### config.mk
export PLATFORM = sky130hd
export DESIGN_NAME = ex_issue_stage
export DESIGN_NICKNAME = d
export VERILOG_FILES = /design/src/rtl/ex_issue_stage.sv
export SDC_FILE = /design/constraint.sdc
export NUM_CORES = 1
export LEC_CHECK = 0
export ABC_AREA = 1
export BUFFER_PORTS_ARGS = -buffer_cell sky130_fd_sc_hd__clkbuf_2
export CORE_MARGIN = 2
export CORE_UTILIZATION = 48
export DETAILED_ROUTE_END_ITERATION = 12
export PLACE_DENSITY_LB_ADDON = 0.2
export SETUP_SLACK_MARGIN = 0.1
export SLEW_MARGIN = 20
export SYNTH_ARGS = -nofsm -noshare
export SYNTH_HDL_FRONTEND = slang
export SYNTH_SLANG_ARGS = --single-unit
### constraint.sdc
create_clock -name clk -period 2 [get_ports clk]
set_clock_uncertainty 0.15 [all_clocks]
set_input_delay 0.4 -clock clk [delete_from_list [all_inputs] [get_ports clk]]
set_output_delay 0.4 -clock clk [all_outputs]
set_load 0.05 [all_outputs]
### src/rtl/ex_issue_stage.sv
// ex_issue_stage
//   ID/EX stage feeding the execute-stage ALU. Captures decoded operands and
//   control from decode. Single-cycle ops are presented to the ALU for one
//   cycle. Mul/div (func 1000/1001) hold frozen operands for MULDIV_LAT
//   cycles while stalling the front end, then flag the result as valid.
//
//   Optional feature macro: FORWARD_EN
//     defined   - EX/MEM and MEM/WB forwarding muxes on both operands
//                 (EX/MEM has priority, register 0 never forwarded,
//                 immediates never forwarded).
//     undefined - operands come only from id_rs_val / id_rt_val; the
//                 exmem_* / memwb_* inputs are ignored.
//
// Ports:
//   clk, rst_n          clock (rising edge), synchronous active-low reset
//   id_valid            decode presents an instruction
//   id_rs_val/id_rt_val register-file reads (rt may carry an immediate)
//   id_rs/id_rt         source register numbers
//   id_use_imm          operand 2 is an immediate
//   id_rd/id_reg_write  destination register and its write enable
//   id_alu_ctrl/id_func ALU operation code and function field
//   flush               kill the instruction held in EX
//   exmem_*/memwb_*     later-stage destination, write enable and result
//   stall               hold IF/ID; decode keeps its outputs stable
//   alu_in1/alu_in2     ALU operands
//   alu_ctrl/alu_func   ALU control
//   ex_rd/ex_reg_write  destination and write enable for EX/MEM
//   ex_valid            EX/MEM captures the ALU result this cycle
module ex_issue_stage #(
  parameter int DATA_W     = 16,
  parameter int REG_AW     = 3,
  parameter int MULDIV_LAT = 17
) (
  input  logic              clk,
  input  logic              rst_n,
  input  logic              id_valid,
  input  logic [DATA_W-1:0] id_rs_val,
  input  logic [DATA_W-1:0] id_rt_val,
  input  logic [REG_AW-1:0] id_rs,
  input  logic [REG_AW-1:0] id_rt,
  input  logic              id_use_imm,
  input  logic [REG_AW-1:0] id_rd,
  input  logic              id_reg_write,
  input  logic [2:0]        id_alu_ctrl,
  input  logic [3:0]        id_func,
  input  logic              flush,
  input  logic [REG_AW-1:0] exmem_rd,
  input  logic [REG_AW-1:0] memwb_rd,
  input  logic              exmem_wr,
  input  logic              memwb_wr,
  input  logic [DATA_W-1:0] exmem_val,
  input  logic [DATA_W-1:0] memwb_val,
  output logic              stall,
  output logic [DATA_W-1:0] alu_in1,
  output logic [DATA_W-1:0] alu_in2,
  output logic [2:0]        alu_ctrl,
  output logic [3:0]        alu_func,
  output logic [REG_AW-1:0] ex_rd,
  output logic              ex_reg_write,
  output logic              ex_valid
);

  localparam int               CNT_W    = $clog2(MULDIV_LAT);
  localparam logic [CNT_W-1:0] CNT_LOAD = CNT_W'(MULDIV_LAT - 1);
  localparam logic [CNT_W-1:0] CNT_ONE  = CNT_W'(1);

  typedef enum logic [1:0] {IDLE, EXEC, BUSY} state_t;

  state_t                    state_p1, state_nxt;
  logic [CNT_W-1:0]          cnt_p1, cnt_nxt;
  logic                      first_p1, first_nxt;
  logic                      load;
  logic                      is_muldiv;

  logic signed [DATA_W-1:0]  rs_val_p1, rt_val_p1;
  logic signed [DATA_W-1:0]  hold1_p1, hold2_p1;
  logic signed [DATA_W-1:0]  op1_fwd, op2_fwd;
  logic [REG_AW-1:0]         rd_p1;
  logic                      reg_write_p1;
  logic [2:0]                ctrl_p1;
  logic [3:0]                func_p1;

`ifdef FORWARD_EN
  logic [REG_AW-1:0]         rs_p1, rt_p1;
  logic                      use_imm_p1;
`else
  logic                      unused_fwd_inputs;
  assign unused_fwd_inputs = ^{id_rs, id_rt, id_use_imm, exmem_rd, memwb_rd,
                               exmem_wr, memwb_wr, exmem_val, memwb_val};
`endif

  assign is_muldiv = (id_func == 4'b1000) || (id_func == 4'b1001);

  // Next-state and control outputs
  always_comb begin
    state_nxt = state_p1;
    cnt_nxt   = cnt_p1;
    first_nxt = 1'b0;
    stall     = (state_p1 == BUSY) && (cnt_p1 != '0);
    // A flush kills whatever sits in EX, including a result in its last cycle.
    ex_valid  = ((state_p1 == EXEC) || ((state_p1 == BUSY) && (cnt_p1 == '0))) && !flush;
    // Bubbles and flushed captures leave the held fields untouched.
    load      = !stall && id_valid && !flush;
    if (stall) begin
      if (flush) begin
        state_nxt = IDLE;
        cnt_nxt   = '0;
      end else begin
        cnt_nxt = cnt_p1 - CNT_ONE;
      end
    end else if (load) begin
      first_nxt = 1'b1;
      if (is_muldiv) begin
        state_nxt = BUSY;
        cnt_nxt   = CNT_LOAD;
      end else begin
        state_nxt = EXEC;
        cnt_nxt   = '0;
      end
    end else begin
      state_nxt = IDLE;
      cnt_nxt   = '0;
    end
  end

  // Operand forwarding against the captured source registers
  always_comb begin
    op1_fwd = rs_val_p1;
    op2_fwd = rt_val_p1;
`ifdef FORWARD_EN
    if (rs_p1 != '0) begin
      if (exmem_wr && (exmem_rd == rs_p1))
        op1_fwd = $signed(exmem_val);
      else if (memwb_wr && (memwb_rd == rs_p1))
        op1_fwd = $signed(memwb_val);
    end
    if (!use_imm_p1 && (rt_p1 != '0)) begin
      if (exmem_wr && (exmem_rd == rt_p1))
        op2_fwd = $signed(exmem_val);
      else if (memwb_wr && (memwb_rd == rt_p1))
        op2_fwd = $signed(memwb_val);
    end
`endif
  end

  // ---- ID/EX boundary: capture, counter and operand hold registers ----
  always_ff @(posedge clk) begin
    if (!rst_n) begin
      state_p1     <= IDLE;
      cnt_p1       <= '0;
      first_p1     <= 1'b0;
      rs_val_p1    <= '0;
      rt_val_p1    <= '0;
      hold1_p1     <= '0;
      hold2_p1     <= '0;
      rd_p1        <= '0;
      reg_write_p1 <= 1'b0;
      ctrl_p1      <= '0;
      func_p1      <= '0;
`ifdef FORWARD_EN
      rs_p1        <= '0;
      rt_p1        <= '0;
      use_imm_p1   <= 1'b0;
`endif
    end else begin
      state_p1 <= state_nxt;
      cnt_p1   <= cnt_nxt;
      first_p1 <= first_nxt;
      if (load) begin
        rs_val_p1    <= $signed(id_rs_val);
        rt_val_p1    <= $signed(id_rt_val);
        rd_p1        <= id_rd;
        reg_write_p1 <= id_reg_write;
        ctrl_p1      <= id_alu_ctrl;
        func_p1      <= id_func;
`ifdef FORWARD_EN
        rs_p1        <= id_rs;
        rt_p1        <= id_rt;
        use_imm_p1   <= id_use_imm;
`endif
      end
      // Later stages drain during a mul/div stall, so the operands resolved
      // in the first EX cycle are frozen here for the rest of the occupancy.
      if (first_p1) begin
        hold1_p1 <= op1_fwd;
        hold2_p1 <= op2_fwd;
      end
    end
  end

  // ---- EX outputs to the ALU and EX/MEM ----
  assign alu_in1      = first_p1 ? op1_fwd : hold1_p1;
  assign alu_in2      = first_p1 ? op2_fwd : hold2_p1;
  assign alu_ctrl     = ctrl_p1;
  assign alu_func     = func_p1;
  assign ex_rd        = rd_p1;
  assign ex_reg_write = reg_write_p1 && ex_valid;

endmodule

==> results of run 1 <==
==> worst max path at each step <==
stage	startpoint	endpoint	slack, ns	cells past startpoint
after global placement	cnt_p1[0]$_SDFF_PP0_	ex_reg_write	0.14	7
after global routing	cnt_p1[0]$_SDFF_PP0_	ex_reg_write	-0.08	7
after CTS	cnt_p1[1]$_SDFF_PP0_	ex_reg_write	-0.07	7
after detailed placement	cnt_p1[0]$_SDFF_PP0_	ex_reg_write	0.10	7
final	cnt_p1[0]$_SDFF_PP0_	ex_reg_write	-0.009	7
after floorplan	cnt_p1[0]$_SDFF_PP0_	ex_reg_write	0.14	6
==> synth_stat cells (all sizes together) <==
library cell / instances / area share, %
nand2: 146 / 16
dfxtp: 83 / 48
a21oi: 76 / 11
inv: 54 / 5.8
nor2: 53 / 6.0
nand3: 45 / 6.6
buf: 23 / 3.8
clkbuf: 10 / 1.1
nor3: 3 / 0.43
xnor2: 2 / 0.51
clkinv: 1 / 0.11
ha: 1 / 0.36
nand4: 1 / 0.18
o21ai: 1 / 0.14
==> routing by layer <==
layer / share of wire (%) / vias up / GRT usage [%]
met5: 0 / - / 0
met4: 1.6 / 0 / 8.28
met3: 5.3 / 13 / 3.60
met2: 52 / 108 / 40.3
met1: 41 / 1524 / 25.5
li1: - / 1745 / -
==> area by class of cell <==
| cell class | count | area (µm²) |
|---|---|---|
| inverter | 55 | 211 |
| timing repair buffer | 118 | 1160 |
| fill | 544 | 1750 |
| clock buffer | 11 | 141 |
| multi-input combinational | 328 | 1800 |
| tap | 96 | 120 |
| clock inverter | 5 | 52.6 |
| sequential | 83 | 1670 |
==> timing repair <==
| item | CTS | global route |
|---|---|---|
| setup buffers | 7 | 10 |
| pin swaps | 20 | 22 |
| gates resized for setup | 137 | 58 |
| gates cloned | 1 | 1 |
| setup endpoints to repair | 35 | 55 |
==> flip-flops by register name, indices dropped and copies added, names as in the netlist <==
| register | cells |
|---|---|
| reg_write_p1 | 1 |
| ex_rd | 3 |
| first_p1 | 1 |
| hold2_p1 | 16 |
| alu_ctrl | 3 |
| hold1_p1 | 16 |
| op2_fwd | 16 |
| state_p1 | 2 |
| alu_func | 4 |
| cnt_p1 | 5 |
| op1_fwd | 16 |
==> kinds of logic (layout without fill, tap and decap cells) <==
| group | after synthesis | count (layout) | synth area share (%) |
|---|---|---|---|
| adder cells (fa/ha/maj) | 1 | 1 | 0.361 |
| AND/OR/NAND/NOR | 248 | 248 | 29.2 |
| AO/OA/AOI/OAI | 77 | 77 | 11.1 |
| buffers and inverters | 88 | 189 | 10.9 |
| flip-flops | 83 | 83 | 47.9 |
| XOR/XNOR | 2 | 2 | 0.505 |
==> through the flow <==
step / hold WS (ns) / power, mW / instance area [µm²] / setup slack, ns / util, %
floorplan: 0.263 / 2.11 / 3470 / 0.141 / -
global placement: 0.277 / 2.23 / 3990 / 0.141 / 57.8
detailed placement: 0.297 / 2.23 / 3990 / 0.101 / 57.8
CTS: 0.200 / 3.47 / 4870 / -0.0682 / 70.5
global route: 0.224 / 3.64 / 5160 / -0.0830 / 74.7
finish: 0.202 / 3.49 / 5160 / -0.00910 / 74.7
==> power by group <==
part | internal (mW) | switching (mW) | total (mW)
registers | 1.72 | 0.0396 | 1.76
clock network | 0.605 | 0.580 | 1.18
logic | 0.215 | 0.331 | 0.546
total | 2.54 | 0.950 | 3.49
==> placed cells by master (no fill, tap or decap), drive strengths merged, types with 2 or more instances in the layout <==
| cell type | synthesis | layout |
|---|---|---|
| nand3 | 45 | 45 |
| dfxtp | 83 | 83 |
| clkinv | 1 | 4 |
| inv | 54 | 54 |
| nor2 | 53 | 53 |
| buf | 23 | 41 |
| nor3 | 3 | 3 |
| a21oi | 76 | 76 |
| xnor2 | 2 | 2 |
| clkbuf | 10 | 88 |
| nand2 | 146 | 146 |
==> critical path: stages, from the launching register on <==
cell and delay (ns):
dfxtp_2 0.33, inv_2 0.07, ha_4 0.16, nand3_4 0.08
o21ai_2 0.14, nand2_2 0.09, nor2_4 0.10, buf_8 0.15
==> key figures, run 1 <==
Run status
  • Status: finished, violations left
  • Failing checks: setup timing

Worst setup path
  • CP Max Fanout: 3
  • RR Endpoint: op1_fwd[0]$_SDFFE_PN0P_
  • Worst EP arrival: 1.46 ns
  • CP Launch Type: flop
  • Worst Setup End Kind: output port
  • CP required: 1.45 ns
  • R2r worst-path depth: 11
  • FF-to-FF Start: cnt_p1[0]$_SDFF_PP0_
  • Kind of critical path: flop to output port
  • Reg2reg setup slack: 0.16 ns

Global routing
  • Vias in the first global route: 3231
  • Largest net degree at the start of global routing: 89
  • GRT Util Overall: 21.9%
  • Antenna violations before repair: 0
  • Global-route wire length before repair: 13800 µm
  • Gr ovfl total: 0

Synth
  • Synth Register Bits: 83
  • Ys Warns: 0
  • Register area share after synthesis: 47.9%
  • Avg Inst Size Synth: 6.95 µm²
  • Netlist cell types: 21
  • Syn Inst Count: 499
  • Post-Syn Nets: 594
  • Synth Cell Area: 3470 µm²

Clocking
  • Clock Tree Buf Depth: 2
  • Total clock sinks: 83
  • CTS Buf Count: 9
  • Clk Latency, worst-skew pair: 0.35 ns
  • Clk pin slew, worst setup/hold paths: 0.08 ns
  • Clock tree from TritonCTS: done
  • H-tree depth: 3
  • CTS Hold Bufs: 0
  • Clock Tree Root: clkbuf_8

STA
  • Final Slew Violations: 0
  • Total Neg Setup Slack: -0.00910 ns
  • RSZ-0062 raised after global routing: yes
  • Final period utilization: 100%
  • Worst-margin pin slew: 0.378 ns
  • Headroom to the max-slew limit: 74.8%
  • Final Hold Vio Count: 0
  • Tmin final: 2.01 ns
  • Final setup fails: 1
  • Fmax: 498 MHz
  • Setup WS post-layout: -0.00910 ns

Place
  • HPWL after detailed placement: 4990 µm
  • GPL Wtd Cong: 0.727
  • Placed insts: 663
  • Number of buffers added on ports: 91

Min path
  • Min-Delay Path Class: input pin to flop
  • WHS Path Cells: 5
  • Worst Hold End: op1_fwd[7]$_SDFFE_PN0P_
  • HP Start: id_rs_val[7]

Die
  • Die area: 7920 µm²
  • Core Area: 6910 µm²
  • Die span in x: 89.0 µm
  • Io pins: 139
  • Rows: 30
  • Initial core utilization: 50.2%
  • Die Y-Extent: 89.0 µm

Pwr
  • Peak supply drop: 0.432 mV
  • Cell Pwr Density: 677 nW/µm²
  • Pleak: 2.52 nW

Layout
  • N_diodes: 0
  • Fraction of layout instances using a drive strength above 1: 31.5%
  • Fin cells: 696
  • NumNets Final: 690
  • Area grow syn2layout: 48.8%

Drt
  • DRC viols: 0
  • Initial DRC Count: 139
  • Vias: 3390
  • Routed Antenna Nets: 0
  • DRT Pass-1 Iters: 4
  • Drt wl/cell: 12.9 µm
  • DR vias/cell: 4.87
  • Routed wire length: 8970 µm

Run
  • Max-cap violations: 0
(Power assumes the default switching activity.)
==> run 2: changes to the inputs <==
==> constraint.sdc (replaced) <==
create_clock -name clk -period 1.88 [get_ports clk]
set_clock_uncertainty 0.15 [all_clocks]
set_input_delay 0.376 -clock clk [delete_from_list [all_inputs] [get_ports clk]]
set_output_delay 0.376 -clock clk [all_outputs]
set_load 0.05 [all_outputs]
==> key figures, run 2 (synthesis results as in run 1) <==
Run status
  • Status: finished, violations left
  • Failing checks: setup timing

Clocking
  • Clock Tree Buf Depth: 2
  • Clk pin slew, worst setup/hold paths: 0.09 ns
  • CTS Hold Bufs: 0
  • Clock Tree Root: clkbuf_8
  • Total clock sinks: 83
  • H-tree depth: 3
  • CTS Buf Count: 9
  • Clock tree from TritonCTS: done
  • Clk Latency, worst-skew pair: 0.35 ns

Place
  • DP Worst Slack: 0.0416 ns
  • HPWL after detailed placement: 4970 µm
  • Placed insts: 666
  • Number of buffers added on ports: 91
  • GPL Wtd Cong: 0.766
  • Placed Area: 4030 µm²

Worst setup path
  • CP required: 1.35 ns
  • FF-to-FF Start: cnt_p1[1]$_SDFF_PP0_
  • CP Launch Type: flop
  • Family with the most delay on the worst path: buffers and inverters
  • Cell mode on critical path: nand2_4
  • R2r worst-path depth: 10
  • CP Max Fanout: 7
  • Worst EP arrival: 1.44 ns
  • RR Endpoint: op2_fwd[13]$_SDFFE_PN0P_
  • Kind of critical path: flop to output port
  • CP bufs+invs: 4
  • Critical Path Max Stage Delay: 0.42 ns
  • CP cell instances: clkinv_8 -> buf_16 -> buf_12 -> nand2_4 -> nand2_4 -> buf_8
  • Worst Setup End Kind: output port
  • Slowest cell on crit path: dfxtp_4
  • Reg2reg setup slack: 0.20 ns

Drt
  • DRC viols: 0
  • Vias: 3738
  • Initial DRC Count: 181
  • Drt wl/cell: 15.7 µm
  • DRT Pass-1 Iters: 5
  • DR vias/cell: 5.23
  • Routed Antenna Nets: 0
  • Routed wire length: 11200 µm

Layout
  • Multi-input gate area: 2200 µm²
  • Reg area: 1670 µm²
  • Fraction of layout instances using a drive strength above 1: 42.6%
  • NumNets Final: 709
  • Final core occ: 85.0%
  • Area grow syn2layout: 69.4%
  • Fin cells: 715
  • Final Cell Area: 5870 µm²
  • Most frequent cells in the layout: dfxtp_1, a21oi_1, nand2_4
  • Most common cell after layout, fill and taps aside: dfxtp_1
  • N_diodes: 0
  • Fill cells: 390

STA
  • Headroom to the max-slew limit: 81.0%
  • RSZ-0062 raised after global routing: yes
  • Tmin final: 1.97 ns
  • Total Neg Setup Slack: -0.340 ns
  • Setup WS post-layout: -0.0885 ns
  • Final Slew Violations: 0
  • Fmax: 508 MHz
  • Final setup fails: 8
  • Worst-margin pin slew: 0.287 ns
  • Hold slack final: 0.175 ns
  • Final period utilization: 105%
  • Final Hold Vio Count: 0

Die
  • Initial core utilization: 50.2%
  • Rows: 30
  • Io pins: 139
  • Die Y-Extent: 89.0 µm
  • Core Area: 6910 µm²
  • Die area: 7920 µm²
  • Die span in x: 89.0 µm

Min path
  • Worst Hold End: op2_fwd[10]$_SDFFE_PN0P_
  • HP Start: id_rt_val[10]
  • WHS Path Cells: 5
  • Min-Delay Path Class: input pin to flop

Global routing
  • Global-route wire length before repair: 15000 µm
  • Gr ovfl total: 0
  • Antenna violations before repair: 0
  • Largest net degree at the start of global routing: 45
  • GRT Util Overall: 24.6%
  • Vias in the first global route: 3350

Pwr
  • Cell Pwr Density: 689 nW/µm²
  • Total power: 4.05 mW
  • Peak supply drop: 0.408 mV
  • Pleak: 3.01 nW

Run
  • Max-cap violations: 0
-- run 2: cell count changes in the layout (fill, tap and decap cells not counted), sizes merged --
cell / before / now
inv: 54 / 53
buf: 41 / 75
clkbuf: 88 / 74
clkinv: 4 / 3
bufinv: 1 / 2
-- run 2: tightest hold or removal path, stage by stage --
cell and delay, ns:
clkbuf_2 0.08, inv_1 0.04, nand3_1 0.06, nand2_1 0.05
nor2_1 0.03
-- run 2: final cells by class --
class,instances,area share [%]
Sequential cell,83,28.4
Inverter,55,3.73
Clock buffer,12,2.64
Clock inverter,4,1.24
Timing Repair Buffer,137,24.5
Tap cell,96,2.05
Multi-Input combinational cell,328,37.5
-- run 2: power by group --
group,total [mW],internal [mW],switching [mW]
Sequential,1.90,1.83,0.0704
Combinational,0.685,0.281,0.405
Clock,1.46,0.820,0.641
-- run 2: repair_timing --
action                                  CTS  global route
pin swaps                                20            40
endpoints found under the setup margin   57            53
gates cloned                              5             1
buffers inserted                         23             7
resized for setup                       199           133
-- run 2: routing by layer --
metal,vias to the layer above,GRT usage [%],share of wire [%]
met5,-,0,0
met4,0,9.91,3.7
met3,36,4.06,4.9
met2,136,44.8,53
met1,1778,28.7,38
li1,1788,-,-
-- run 2: worst max path at each step --
stage	start	end	slack, ns	cells after the start
after floorplan	cnt_p1[0]$_SDFF_PP0_	ex_valid	0.12	6
after global placement	cnt_p1[0]$_SDFF_PP0_	ex_reg_write	0.06	7
after detailed placement	cnt_p1[0]$_SDFF_PP0_	ex_reg_write	0.04	7
after CTS	cnt_p1[1]$_SDFF_PP0_	ex_reg_write	-0.14	7
after global routing	cnt_p1[1]$_SDFF_PP0_	ex_reg_write	-0.16	7
final	first_p1$_SDFF_PP0_	alu_in2[10]	-0.09	6
==> run 3: changes to the inputs <==
--- a/config.mk
+++ b/config.mk
@@ -9,7 +9,9 @@
 export BUFFER_PORTS_ARGS = -buffer_cell sky130_fd_sc_hd__clkbuf_2
 export CORE_MARGIN = 2
 export CORE_UTILIZATION = 48
+export CTS_BUF_LIST = sky130_fd_sc_hd__clkbuf_16
 export DETAILED_ROUTE_END_ITERATION = 12
+export GPL_TIMING_DRIVEN = 0
 export PLACE_DENSITY_LB_ADDON = 0.2
 export SETUP_SLACK_MARGIN = 0.1
 export SLEW_MARGIN = 20
==> key figures, run 3 (synthesis results as in run 1) <==
Die
  • Io pins: 139
  • Die span in x: 89.0 µm
  • Die Y-Extent: 89.0 µm
  • Rows: 30
  • Die area: 7920 µm²
  • Core Area: 6910 µm²
  • Initial core utilization: 50.2%

Global routing
  • Vias in the first global route: 3606
  • Global-route wire length before repair: 16800 µm
  • Antenna violations before repair: 0
  • GRT Util Overall: 27.8%
  • Gr ovfl total: 0
  • Largest net degree at the start of global routing: 14

Pwr
  • Int Power: 3.39 mW
  • Switching share of power: 25.3%
  • Peak supply drop: 0.619 mV
  • Cell Pwr Density: 799 nW/µm²
  • Switching power: 1.15 mW
  • Sequential Power Share: 41.7%
  • Clock power share: 43.7%
  • Combinational share of power: 14.6%
  • Pleak: 2.89 nW

Layout
  • N_diodes: 0
  • Most frequent cells in the layout: dfxtp_1, a21oi_1, nand2_1
  • Final core occ: 82.1%
  • Final Cell Area: 5670 µm²
  • NumNets Final: 725
  • Fraction of layout instances using a drive strength above 1: 39.4%
  • Area grow syn2layout: 63.6%
  • Most common cell after layout, fill and taps aside: dfxtp_1

Min path
  • Min-Delay Path Class: input pin to flop

Worst setup path
  • CP Max Fanout: 2
  • Worst Setup End Kind: output port
  • Slowest cell on crit path: dfxtp_2
  • CP required: 1.35 ns
  • CP bufs+invs: 5
  • CP Launch Type: flop
  • CP cell instances: inv_2 -> ha_4 -> nand3_4 -> buf_12 -> nand2_4 -> buf_8 -> inv_6 -> clkbuf_16
  • Worst EP arrival: 1.43 ns
  • Critical Path Max Stage Delay: 0.32 ns
  • Kind of critical path: flop to output port
  • Family with the most delay on the worst path: buffers and inverters

STA
  • Headroom to the max-slew limit: 65.8%
  • RSZ-0062 raised after global routing: yes
  • Total Neg Setup Slack: -1.07 ns
  • Hold slack final: 0.202 ns
  • Setup WS post-layout: -0.0779 ns
  • Worst-margin pin slew: 0.513 ns
  • Tmin final: 1.96 ns
  • Final Hold Vio Count: 0
  • Fmax: 511 MHz
  • Final period utilization: 104%
  • Final setup fails: 28
  • Final Slew Violations: 0

Place
  • HPWL after detailed placement: 5840 µm
  • Placed Area: 4050 µm²
  • DP Worst Slack: -0.0294 ns
  • Number of buffers added on ports: 90
  • GPL Wtd Cong: 0.776

Clocking
  • H-tree depth: 3
  • CTS Hold Bufs: 0
  • CTS Buf Count: 9
  • Clk Latency, worst-skew pair: 0.33 ns
  • Clock Tree Buf Depth: 2
  • Clk pin slew, worst setup/hold paths: 0.06 ns
  • Total clock sinks: 83
  • Clock Tree Root: clkbuf_16
  • Clock tree from TritonCTS: done

Drt
  • Initial DRC Count: 291
  • Routed Antenna Nets: 0
  • Vias: 3774
  • DRC viols: 0
  • DR vias/cell: 5.16
  • Routed wire length: 11200 µm
  • DRT Pass-1 Iters: 5
  • Drt wl/cell: 15.3 µm

Run status
  • Status: finished, violations left
  • Failing checks: setup timing

Run
  • Max-cap violations: 0
run 3: worst register-to-register path: cells and delay by family (launching register included):
| kind | cells | cell delay, ns |
|---|---|---|
| compound gates | 1 | 0.25 |
| buf+inv | 4 | 0.49 |
| simple gates | 3 | 0.22 |
| flops | 1 | 0.33 |
| fa+ha+maj | 1 | 0.16 |
run 3: timing repair:
action / 4_1_cts / 5_1_grt
setup buffers: 21 / 3
setup endpoints to repair: 35 / 46
pin swaps: 26 / 8
gates resized for setup: 214 / 54
cloned: 6 / 0
run 3: worst paths after layout:
| kind | slack [ns] | cells after the start | endpoint | start |
|---|---|---|---|---|
| worst min register to register | 0.31 | 2 | hold2_p1[13]$_SDFF_PN0_ | hold2_p1[13]$_SDFF_PN0_ |
| worst min-delay path | 0.20 | 5 | reg_write_p1$_SDFFE_PN0P_ | id_reg_write |
| worst max register to register | 0.15 | 9 | op1_fwd[10]$_SDFFE_PN0P_ | cnt_p1[1]$_SDFF_PP0_ |
| worst max-delay path | -0.08 | 8 | stall | cnt_p1[1]$_SDFF_PP0_ |
run 3: area by class of cell:
type / instances / area [µm²]
Sequential cell: 83 / 1670
Fill cell: 418 / 1230
Buffer: 33 / 278
Inverter: 55 / 219
Clock buffer: 9 / 225
Tap cell: 96 / 120
Multi-Input combinational cell: 328 / 1830
Clock inverter: 7 / 109
Timing Repair Buffer: 120 / 1230
run 3: power by group through the flow:
stage | registers (mW) | logic (mW) | clock network, mW
6_report | 1.89 | 0.663 | 1.98
5_1_grt | 1.90 | 0.710 | 2.05
4_1_cts | 1.88 | 0.618 | 1.97
3_5_place_dp | 1.91 | 0.477 | 0
3_3_place_gp | 1.90 | 0.469 | 0
2_1_floorplan | 1.95 | 0.294 | 0
run 3: metrics by stage:
step,cells,power [mW]
detailed placement,685,2.38
global placement,685,2.37
CTS,728,4.47
floorplan,499,2.24
global route,731,4.66
finish,731,4.53
run 3: per-layer routing:
layer / GRT usage [%] / routed length, µm / vias to the layer above
li1: - / - / 1823
met1: 31.9 / 4280 / 1768
met3: 4.25 / 772 / 21
met5: 0 / 0 / -
met2: 51.2 / 5910 / 162
met4: 11.5 / 220 / 0
